===== config.mk =====
export PLATFORM = sky130hd
export DESIGN_NAME = alarm_seq_ctrl
export DESIGN_NICKNAME = d
export VERILOG_FILES = /design/src/rtl/alarm_seq_ctrl.sv
export SDC_FILE = /design/constraint.sdc
export NUM_CORES = 1
export LEC_CHECK = 0
export CORE_AREA = 2 2 69 54
export DETAILED_ROUTE_END_ITERATION = 10
export DIE_AREA = 0 0 71 56
export DONT_BUFFER_PORTS = 1
export PLACE_DENSITY = 0.73
export RECOVER_POWER = 25
export SYNTH_ARGS = -nofsm -noshare
export SYNTH_HDL_FRONTEND = slang
export SYNTH_SLANG_ARGS = --single-unit

===== constraint.sdc =====
create_clock -name clk -period 5.4 [get_ports clk]
set_input_delay 1.08 -clock clk [delete_from_list [all_inputs] [get_ports clk]]
set_output_delay 1.08 -clock clk [all_outputs]
set_load 0.01 [all_outputs]

===== src/rtl/alarm_seq_ctrl.sv =====
// Alarm sequencer: arm/disarm, edge-triggered alarm-minute detect, bounded ring, snooze/stop.
// Optional macro ALARM_SNOOZE_LIMIT_EN caps snoozes per episode at MAX_SNOOZE.
module alarm_seq_ctrl #(
  parameter int unsigned SNOOZE_MINS = 9,
  parameter int unsigned RING_MINS   = 3,
  parameter int unsigned MAX_SNOOZE  = 3
) (
  input  logic       clk,
  input  logic       rst,
  input  logic [6:0] tmin,
  input  logic [6:0] thrs,
  input  logic [6:0] amin,
  input  logic [6:0] ahrs,
  input  logic       alarm_on,
  input  logic       snooze,
  input  logic       stop,
  input  logic       min_tick,
  output logic       buzz,
  output logic [1:0] state,
  output logic [6:0] snz_min,
  output logic [6:0] snz_hrs,
  output logic [3:0] snooze_cnt
);

  localparam logic [1:0] ST_OFF      = 2'd0;
  localparam logic [1:0] ST_ARMED    = 2'd1;
  localparam logic [1:0] ST_RINGING  = 2'd2;
  localparam logic [1:0] ST_SNOOZING = 2'd3;

  logic [1:0] state_q, state_d;
  logic       match_q, match_d;
  logic [3:0] ring_cnt_q, ring_cnt_d;
  logic [6:0] snz_min_q, snz_min_d;
  logic [6:0] snz_hrs_q, snz_hrs_d;
  logic [3:0] snooze_cnt_q, snooze_cnt_d;

  logic       trigger;
  logic       timeout;
  logic       snooze_ok;
  logic [7:0] snz_sum;
  logic [6:0] tgt_min;
  logic [6:0] tgt_hrs;
  logic [3:0] cnt_inc;

  always_comb begin
    // While snoozing the comparator watches the snooze target instead of the alarm-set time.
    if (state_q == ST_SNOOZING) begin
      match_d = (tmin == snz_min_q) && (thrs == snz_hrs_q);
    end else begin
      match_d = (tmin == amin) && (thrs == ahrs);
    end
    trigger = match_d && !match_q;
    timeout = min_tick && (ring_cnt_q == 4'(RING_MINS - 1));

    snz_sum = {1'b0, tmin} + 8'(SNOOZE_MINS);
    if (snz_sum >= 8'd60) begin
      tgt_min = 7'(snz_sum - 8'd60);
      tgt_hrs = (thrs == 7'd23) ? '0 : thrs + 7'd1;
    end else begin
      tgt_min = snz_sum[6:0];
      tgt_hrs = thrs;
    end

    cnt_inc = (snooze_cnt_q == 4'hF) ? snooze_cnt_q : snooze_cnt_q + 4'd1;

`ifdef ALARM_SNOOZE_LIMIT_EN
    snooze_ok = (snooze_cnt_q != 4'(MAX_SNOOZE));
`else
    // MAX_SNOOZE has no effect in this build; snoozing is always allowed.
    snooze_ok = 1'b1 || (MAX_SNOOZE == 0);
`endif

    state_d      = state_q;
    ring_cnt_d   = ring_cnt_q;
    snz_min_d    = snz_min_q;
    snz_hrs_d    = snz_hrs_q;
    snooze_cnt_d = snooze_cnt_q;

    if (!alarm_on) begin
      state_d      = ST_OFF;
      snooze_cnt_d = '0;
    end else begin
      case (state_q)
        ST_OFF: state_d = ST_ARMED;
        ST_ARMED: begin
          if (trigger) begin
            state_d    = ST_RINGING;
            ring_cnt_d = '0;
          end
        end
        ST_RINGING: begin
          if (stop || timeout) begin
            state_d      = ST_ARMED;
            snooze_cnt_d = '0;
          end else begin
            if (min_tick) ring_cnt_d = ring_cnt_q + 4'd1;
            if (snooze && snooze_ok) begin
              state_d      = ST_SNOOZING;
              snooze_cnt_d = cnt_inc;
              snz_min_d    = tgt_min;
              snz_hrs_d    = tgt_hrs;
            end
          end
        end
        ST_SNOOZING: begin
          if (stop) begin
            state_d      = ST_ARMED;
            snooze_cnt_d = '0;
          end else if (trigger) begin
            state_d    = ST_RINGING;
            ring_cnt_d = '0;
          end
        end
        default: state_d = ST_OFF;
      endcase
    end
  end

  always_ff @(posedge clk) begin
    if (rst) begin
      state_q      <= ST_OFF;
      match_q      <= 1'b0;
      ring_cnt_q   <= '0;
      snz_min_q    <= '0;
      snz_hrs_q    <= '0;
      snooze_cnt_q <= '0;
    end else begin
      state_q      <= state_d;
      match_q      <= match_d;
      ring_cnt_q   <= ring_cnt_d;
      snz_min_q    <= snz_min_d;
      snz_hrs_q    <= snz_hrs_d;
      snooze_cnt_q <= snooze_cnt_d;
    end
  end

  assign buzz       = (state_q == ST_RINGING);
  assign state      = state_q;
  assign snz_min    = snz_min_q;
  assign snz_hrs    = snz_hrs_q;
  assign snooze_cnt = snooze_cnt_q;

endmodule

==> results of run 1 <==
Yosys cell counts (2+ instances only):
cell	n	share of area
a21oi_1	15	0.039
nor4_1	2	0.0066
nand2_1	12	0.024
nor2_1	12	0.024
mux2i_1	7	0.037
nand3_1	15	0.039
o21ai_0	11	0.029
a21o_1	3	0.012
nor3_1	5	0.013
dfxtp_1	25	0.26
xor2_1	8	0.037
nor3b_1	2	0.0079
nand4_1	12	0.039
a41o_1	2	0.011
inv_1	7	0.014
a32oi_1	2	0.0092
nor2b_1	3	0.0099
a211oi_1	3	0.012
clkbuf_1	12	0.024
a31oi_1	5	0.016
nand2b_1	2	0.0066
ha_1	6	0.039
xnor2_1	32	0.15
buf_2	4	0.011
o31ai_1	2	0.0079
layout make-up:
type | instances | area (um^2)
clock buffer | 4 | 45.0
fill | 312 | 1340
inverter | 8 | 30.0
multi-input combinational | 183 | 1300
sequential | 25 | 500
tap | 40 | 50.0
state kept, by name, indices dropped and copies added (netlist names):
signal	cells
snz_hrs	7
snz_min	7
ring_cnt_q	4
snooze_cnt	4
state	2
match_q	1
layer usage:
metal	vias to the layer above	track usage	wire [um]
met1	704	0.308	2080
met3	4	0.0725	326
met4	0	0.0431	31
met2	41	0.316	1810
li1	823	-	-
met5	-	0	0
power by group:
part / internal [mW] / switching [mW] / leakage, nW
sequential: 0.185 / 0.000823 / 0.202
combinational: 0.0306 / 0.0306 / 0.409
clock: 0.0528 / 0.0569 / 0.0228
total: 0.268 / 0.0883 / 0.633
stage by stage:
| stage | hold WS (ps) | cell area, um^2 | worst slack [ps] | power, mW |
|---|---|---|---|---|
| 3_3_place_gp | 468 | 1880 | 2110 | 0.250 |
| 5_1_grt | 500 | 1920 | 2130 | 0.371 |
| 2_1_floorplan | 443 | 1900 | 2280 | 0.252 |
| 3_5_place_dp | 477 | 1880 | 2030 | 0.250 |
| 6_report | 480 | 1920 | 2300 | 0.356 |
| 4_1_cts | 489 | 1920 | 2320 | 0.360 |
how the worst max path moves through the flow:
stage            start         end
2_1_floorplan  tmin[2]  snz_hrs[4]
3_3_place_gp   tmin[0]  snz_hrs[4]
3_5_place_dp   tmin[0]  snz_hrs[4]
4_1_cts        tmin[0]  snz_hrs[4]
5_1_grt        tmin[0]  snz_hrs[4]
6_report       tmin[0]  snz_hrs[4]
logic make-up after synthesis:
kind of cell | count (synthesis) | share of synthesized area
AOI/OAI and AO/OA | 56 | 0.200
muxes | 7 | 0.0368
DFF | 25 | 0.263
adders and majority gates | 7 | 0.0447
buffers and inverters | 25 | 0.0559
xor gates and xnor gates | 40 | 0.184
and+or+nand+nor | 73 | 0.216
==> out/metrics.cfg, run 1 <==
[yosys]
synth_flop_cell=dfxtp_1
synth-seq-cells=25
synth_edf_count=0
synth_area_per_cell_um2=8.17
ys_seq_area_frac=0.263
syn_inst=233
async_reset_ff_frac=0
synth_fp_nets=273
yosysUniqueCellTypes=49
syn_area_um2=1900
synth_warnings=0

[setup_path]
regToRegStartpoint=state[1]
reg2reg_to=ring_cnt_q[1]
slowest_delay_ps=560
reg2reg_depth=6
crit_top_cell=ha_1
path_cells=ha_1 > xor2_1 > ha_1 > a2111oi_0 > a41oi_1 > o21ai_1 > or4_1 > mux2i_1 > a21oi_1
slowest_stage=or4_1
r2r_slack_ps=3220
cp-end-kind=flip-flop
startpoint_type=input port
worstPathMaxFanout=8
crit_cells=9
required_ps=5530
path_buf_inv=0
path_class=in -> reg
critical-path-top-delay-family=adder cells
cp.arrival_ps=3230

[floorplanning]
num_io_pins=55
initial_utilization=0.583
core_area_um2=3270
die-area_um2=3980
die_y_um=56
die_x_um=71
fp-row-count=18

[clock_network]
hold_buffers=0
cts_tree=done
cts-root-buf=clkbuf_8
postCtsSetupBuffers=0
cts_resized=0
cts.sink_count=25
cts.htree.levels=1
path_clk_slew_ps=80
clk_path_buf_depth=2
numCtsBuffers=3
clk_latency_ps=270

[sta]
rsz0062_at_grt=false
setup_violations=0
period_share=0.574
fin_skew_ps=5.05
max_freq_mhz=323
hold_viol=0
layout_min_cycle_time_ps=3100
tns_ps=0
worstMarginPinSlew_ps=635
maxSlewViolCount=0
timing.slew.headroom=0.577

[route]
wl_per_cell_um=16.3
ant_nets=0
drtIter0Drc=73
vias=1572
wirelength_um=4240
firstDrtPassIters=4
drc_errors=0
viasPerCell=6.05

[cells_and_area]
most-common-layout-cells=xnor2_1 (32), dfxtp_1 (25), nand3_1 (15), a21oi_1 (15)
syn2layout_area_growth_pct=0.986
final_common_cell=xnor2_1
fin_cells=260
layout-drive-gt1-share=0.0500
final_net_count=261
n_antenna_cell=0
finish.utilization=0.589

[pwr]
ir_drop_v=0.0000997
p_leak_nw=0.633
powerDensity_nw_per_um2=185

[status]
status=finished, final reports clean

[grt]
grt_pass1_wl_um=6980
grt_pass1_vias=1436
globalRouteOverflowTotal=0
grt_max_degree=22
grt_use_total=0.216
antenna_found_initial=0

[flow_run]
drv_cap=0

[placement]
place_inst=256
dp_hpwl_um=3230
gp_congestion=0.835
port_buffers=0

[hold_path]
min_from=ring_cnt_q[3]
hold_class=reg -> reg
min_to=ring_cnt_q[3]
holdPathStages=1

No activity file was read; power rests on OpenSTA's default activity.
==> run 2: changes to the inputs <==
Clock period 5.4 ns to 3.2 ns, I/O delays scaled along.
==> run 2 against run 1 <==
  * Worst setup slack got worse by 1800 ps
  * Power up 68%
  * Clock skew down 1.9 ps
  * Worst hold slack got worse by 44 ps
  * Sequential power rose by 69%
  * Combinational power is 69% higher
  * Global-route usage decreased by 0.38 points
  * Non-clock buffer count unchanged
  * Critical path type unchanged
  * Clock power grew 67%
  * Sequential cell count unchanged
  * Via count grew 0.64%
==> out/metrics.cfg, run 2 (same netlist as run 1, synthesis figures left out) <==
[route]
firstDrtPassIters=4  ; unchanged
wl_per_cell_um=16.4  ; +0.35%
vias=1582  ; +0.64%
wirelength_um=4260  ; +0.35%
viasPerCell=6.08  ; +0.64%
drtIter0Drc=79  ; +8.2%
ant_nets=0  ; unchanged
drc_errors=0  ; unchanged

[setup_path]
r2r_slack_ps=1020  ; -2200 ps
slowest_stage=or4_1
required_ps=3330  ; -2200 ps
path_class=in -> reg
cp.arrival_ps=2820  ; -410 ps
slowest_delay_ps=560  ; about the same
cp-end-kind=flip-flop
worstPathMaxFanout=8  ; unchanged
startpoint_type=input port
crit_top_cell=ha_1
path_cells=ha_1 > xor2_1 > ha_1 > a2111oi_0 > a41oi_1 > o21ai_1 > or4_1 > mux2i_1 > a21oi_1

[grt]
grt_max_degree=22  ; unchanged
grt_use_total=0.212  ; -0.00376
antenna_found_initial=0  ; unchanged
grt_pass1_wl_um=6870  ; -1.6%
grt_pass1_vias=1400  ; -2.5%
globalRouteOverflowTotal=0  ; unchanged

[cells_and_area]
layout-drive-gt1-share=0.0500  ; unchanged
most-common-layout-cells=xnor2_1 (32), dfxtp_1 (25), nand3_1 (15), a21oi_1 (15)
final_cell_area_um2=1920  ; unchanged
n_antenna_cell=0  ; unchanged
final_common_cell=xnor2_1
final_net_count=261  ; unchanged
syn2layout_area_growth_pct=0.986  ; unchanged

[placement]
gp_congestion=0.835  ; about the same
port_buffers=0  ; unchanged
dp_hpwl_um=3220  ; -0.11%
placed_area_um2=1880  ; unchanged

[floorplanning]
core_area_um2=3270  ; unchanged
num_io_pins=55  ; unchanged
die_y_um=56  ; unchanged
initial_utilization=0.583  ; unchanged
die-area_um2=3980  ; unchanged
fp-row-count=18  ; unchanged
die_x_um=71  ; unchanged

[clock_network]
cts-root-buf=clkbuf_8
clk_latency_ps=260  ; about the same
cts_resized=0  ; unchanged
hold_buffers=0  ; unchanged
numCtsBuffers=3  ; unchanged
postCtsSetupBuffers=0  ; unchanged
clk_path_buf_depth=2  ; unchanged
cts.htree.levels=1  ; unchanged
path_clk_slew_ps=80  ; about the same
cts.sink_count=25  ; unchanged
cts_tree=done

[pwr]
p_leak_nw=0.633  ; unchanged
ir_drop_v=0.000218  ; +120%
powerDensity_nw_per_um2=312  ; +68%

[hold_path]
hold_class=in -> reg

[sta]
timing.slew.headroom=0.575  ; -0.00171
layout_min_cycle_time_ps=2690
setup_violations=0  ; unchanged
period_share=0.841
max_freq_mhz=371
tns_ps=0  ; unchanged
maxSlewViolCount=0  ; unchanged
rsz0062_at_grt=false
hold_viol=0  ; unchanged
worstMarginPinSlew_ps=637  ; +2.56 ps
fin_skew_ps=3.14  ; -1.91 ps

[flow_run]
drv_cap=0  ; unchanged

[status]
status=finished, final reports clean

## run 2: critical path: cells and delay by family
kind                       cells  cell delay, ps
and+or+nand+nor                1             560
adders and majority gates      2             570
xor gates and xnor gates       1             270
AOI/OAI and AO/OA              4             610
muxes                          1             160
## run 2: stage by stage
step                      power (mW)  utilization  hold slack [ps]  cells  worst slack [ps]
after floorplan                0.425            -              443    233               516
after global placement         0.422        0.575              468    256               348
after detailed placement       0.422        0.575              467    256               266
after CTS                      0.604        0.589              429    260               536
after global routing           0.630        0.589              422    260               316
final                          0.600        0.589              436    260               508
## run 2: final cells by class
cell class | instances | area (um^2)
clock buffers | 4 | 45.0
fillers | 297 | 1340
inverters | 8 | 30.0
multi-input cells | 183 | 1300
flip-flops and latches | 25 | 500
well taps | 40 | 50.0
## run 2: final timing paths
check | startpoint | to | cells past startpoint
max | tmin[0] | snz_hrs[4] | 9
max reg2reg | state[1] | ring_cnt_q[1] | 6
min | rst | snz_hrs[2] | 1
min reg2reg | ring_cnt_q[3] | ring_cnt_q[3] | 1
## run 2: power by group
group	leakage (nW)	switching [mW]	total, mW	internal, mW
clock	0.0228	0.0952	0.184	0.0889
sequential	0.202	0.00141	0.313	0.311
combinational	0.409	0.0513	0.103	0.0515
total	0.633	0.148	0.600	0.452
## run 2: per-layer routing
metal  global-route usage  routed length [um]
met1                0.315                2170
met2                0.296                1830
met3               0.0761                 244
met4               0.0323                  16
met5                    0                   0
==> run 3: changes to the inputs <==
Settings changed: CORE_AREA 2 2 69 54 to 2 2 70 56, DIE_AREA 0 0 71 56 to 0 0 72 58, PLACE_DENSITY 0.73 to 0.72.
Clock period 3.2 ns to 2.3 ns, I/O delays scaled along.
==> run 3 against run 2 <==
  * Worst hold slack lost 190 ps
  * Non-clock buffer count grew 12
  * Critical endpoint is now snz_min[2]
  * Largest cell class unchanged
  * Highest routed layer unchanged
  * Register-to-register slack worse by 720 ps
  * Clock skew up 5.6 ps
  * Utilization is 0.15 points higher
  * Design area up 7.3%
  * First-iteration DRC count grew 76%
  * Power grew 46%
  * Sequential cell count stayed put
==> out/metrics.cfg, run 3 (same netlist as run 1, synthesis figures left out) <==
[status]
status=finished, final reports clean

[route]
drtIter0Drc=139  ; +76%
drc_errors=0  ; unchanged
ant_nets=0  ; unchanged
vias=1706  ; +7.8%
viasPerCell=6.23  ; +2.3%
firstDrtPassIters=5  ; +1
wl_per_cell_um=16.9  ; +3.0%
wirelength_um=4620  ; +8.6%

[cells_and_area]
final_cell_area_um2=2060  ; +7.3%
fillerInstances=316  ; +6.4%
most-common-layout-cells=xnor2_1 (32), dfxtp_1 (25), a21oi_1 (15)
finish.utilization=0.590  ; +0.00154
layout-drive-gt1-share=0.125  ; +0.0750
syn2layout_area_growth_pct=8.35
final_net_count=273  ; +4.6%
final_common_cell=xnor2_1
n_antenna_cell=0  ; unchanged

[clock_network]
cts.htree.levels=1  ; unchanged
clk_latency_ps=280  ; +20 ps
cts-root-buf=clkbuf_8
clk_path_buf_depth=2  ; unchanged
cts_tree=done
cts_resized=0  ; unchanged
postCtsSetupBuffers=0  ; unchanged
cts.sink_count=25  ; unchanged
path_clk_slew_ps=90  ; about the same
hold_buffers=0  ; unchanged
numCtsBuffers=3  ; unchanged

[setup_path]
cp.arrival_ps=2270  ; -550 ps
startpoint_type=input port
worstPathMaxFanout=7  ; -1
cp-end-kind=flip-flop
required_ps=2480  ; -850 ps
slowest_delay_ps=530  ; -30 ps
path_buf_inv=0  ; unchanged
startpoint=tmin[0]
path_cells=ha_4 > xor2_2 > ha_2 > a31oi_1 > a21boi_1 > nor2_2 > xnor2_1 > o31ai_1
critical-path-top-delay-family=compound AO/OA/AOI/OAI gates
path_class=in -> reg
slowest_stage=a21boi_1
regToRegStartpoint=snz_hrs[3]

[placement]
placed_area_um2=2020  ; +7.5%
port_buffers=0  ; unchanged
dp_hpwl_um=3570  ; +11%
gp_congestion=0.903  ; +8.0%
place_ws_ps=-45.5  ; -311 ps

[pwr]
p_seq_frac=0.497  ; -0.025
swShare=0.257  ; +0.0103
p_sw_uw=224  ; +52%
powerDensity_nw_per_um2=423  ; +36%
power_uw=873  ; +46%
combPwrFrac=0.198  ; +0.027
p_leak_nw=0.697  ; +10%
ir_drop_v=0.000394  ; +81%
internal_power_uw=648  ; +44%
clockPowerShare=0.305  ; -0.002

[sta]
timing.slew.headroom=0.610  ; +0.0345
layout_min_cycle_time_ps=2090
fin_skew_ps=8.76  ; +5.61 ps
worstMarginPinSlew_ps=584  ; -53.0 ps
max_freq_mhz=479
maxSlewViolCount=0  ; unchanged
period_share=0.907
fin_ws_ps=213  ; -294 ps
setup_violations=0  ; unchanged
rsz0062_at_grt=false
hold_viol=0  ; unchanged

[grt]
met2_usage=0.324  ; +0.0277
use_met1=0.319  ; +0.00357
grt_pass1_wl_um=7200  ; +4.8%
antenna_found_initial=0  ; unchanged
grt_max_degree=22  ; unchanged
grt_pass1_vias=1455  ; +3.9%
use_met3=0.0817  ; +0.00565
globalRouteOverflowTotal=0  ; unchanged
grt_use_total=0.226  ; +0.0140
busiest_layer=met2

[floorplanning]
die-area_um2=4180  ; +5.0%
fp-row-count=19  ; +1
initial_utilization=0.545  ; -0.0382
core_area_um2=3490  ; +7.0%
die_x_um=72  ; +1.4%
die_y_um=58  ; +3.6%
num_io_pins=55  ; unchanged

[hold_path]
hold_class=in -> reg
min_from=rst

[flow_run]
drv_cap=0  ; unchanged

## run 3: changes by cell type in the layout (fill, tap and decap cells not counted)
cell / before / now
ha_4: 0 / 1
xor2_1: 8 / 6
buf_4: 0 / 12
ha_1: 6 / 4
a2111oi_1: 0 / 1
nand3_4: 0 / 1
o21ai_2: 0 / 1
o21ai_1: 1 / 0
xor2_2: 0 / 2
nand3_1: 15 / 14
a2111oi_0: 1 / 0
ha_2: 0 / 1
## run 3: path summary, 6_finish.rpt
| kind | endpoint | slack [ps] | depth (start not counted) |
|---|---|---|---|
| worst max-delay path | snz_min[2] | 210 | 8 |
| worst min-delay path | snz_hrs[2] | 240 | 1 |
| worst max register to register | ring_cnt_q[1] | 300 | 6 |
| worst min register to register | ring_cnt_q[3] | 490 | 1 |
## run 3: stage by stage
stage          hold slack, ps  cells  TNS (ps)
2_1_floorplan             443    233         0
3_3_place_gp              469    270         0
3_5_place_dp              478    270     -82.7
4_1_cts                   235    274         0
5_1_grt                   224    274         0
6_report                  244    274         0
## run 3: cell type report
| type | instances | area, um^2 | area share |
|---|---|---|---|
| Tap cell | 42 | 52.6 | 0.0255 |
| Clock buffer | 4 | 45.0 | 0.0218 |
| Multi-Input combinational cell | 183 | 1340 | 0.652 |
| Sequential cell | 25 | 500 | 0.243 |
| Timing Repair Buffer | 12 | 90.1 | 0.0437 |
| Inverter | 8 | 30.0 | 0.0146 |
## run 3: routing by layer
| layer | up-vias | share of wire |
|---|---|---|
| li1 | 844 | - |
| met1 | 782 | 0.46 |
| met2 | 73 | 0.43 |
| met3 | 7 | 0.093 |
| met4 | 0 | 0.012 |
| met5 | - | 0 |
## run 3: power by group through the flow
stage | Sequential (mW) | Clock [mW] | Combinational (mW)
floorplan | 0.445 | 0 | 0.156
detailed placement | 0.444 | 0 | 0.170
global route | 0.434 | 0.292 | 0.190
finish | 0.434 | 0.266 | 0.173
global placement | 0.444 | 0 | 0.169
CTS | 0.434 | 0.274 | 0.172
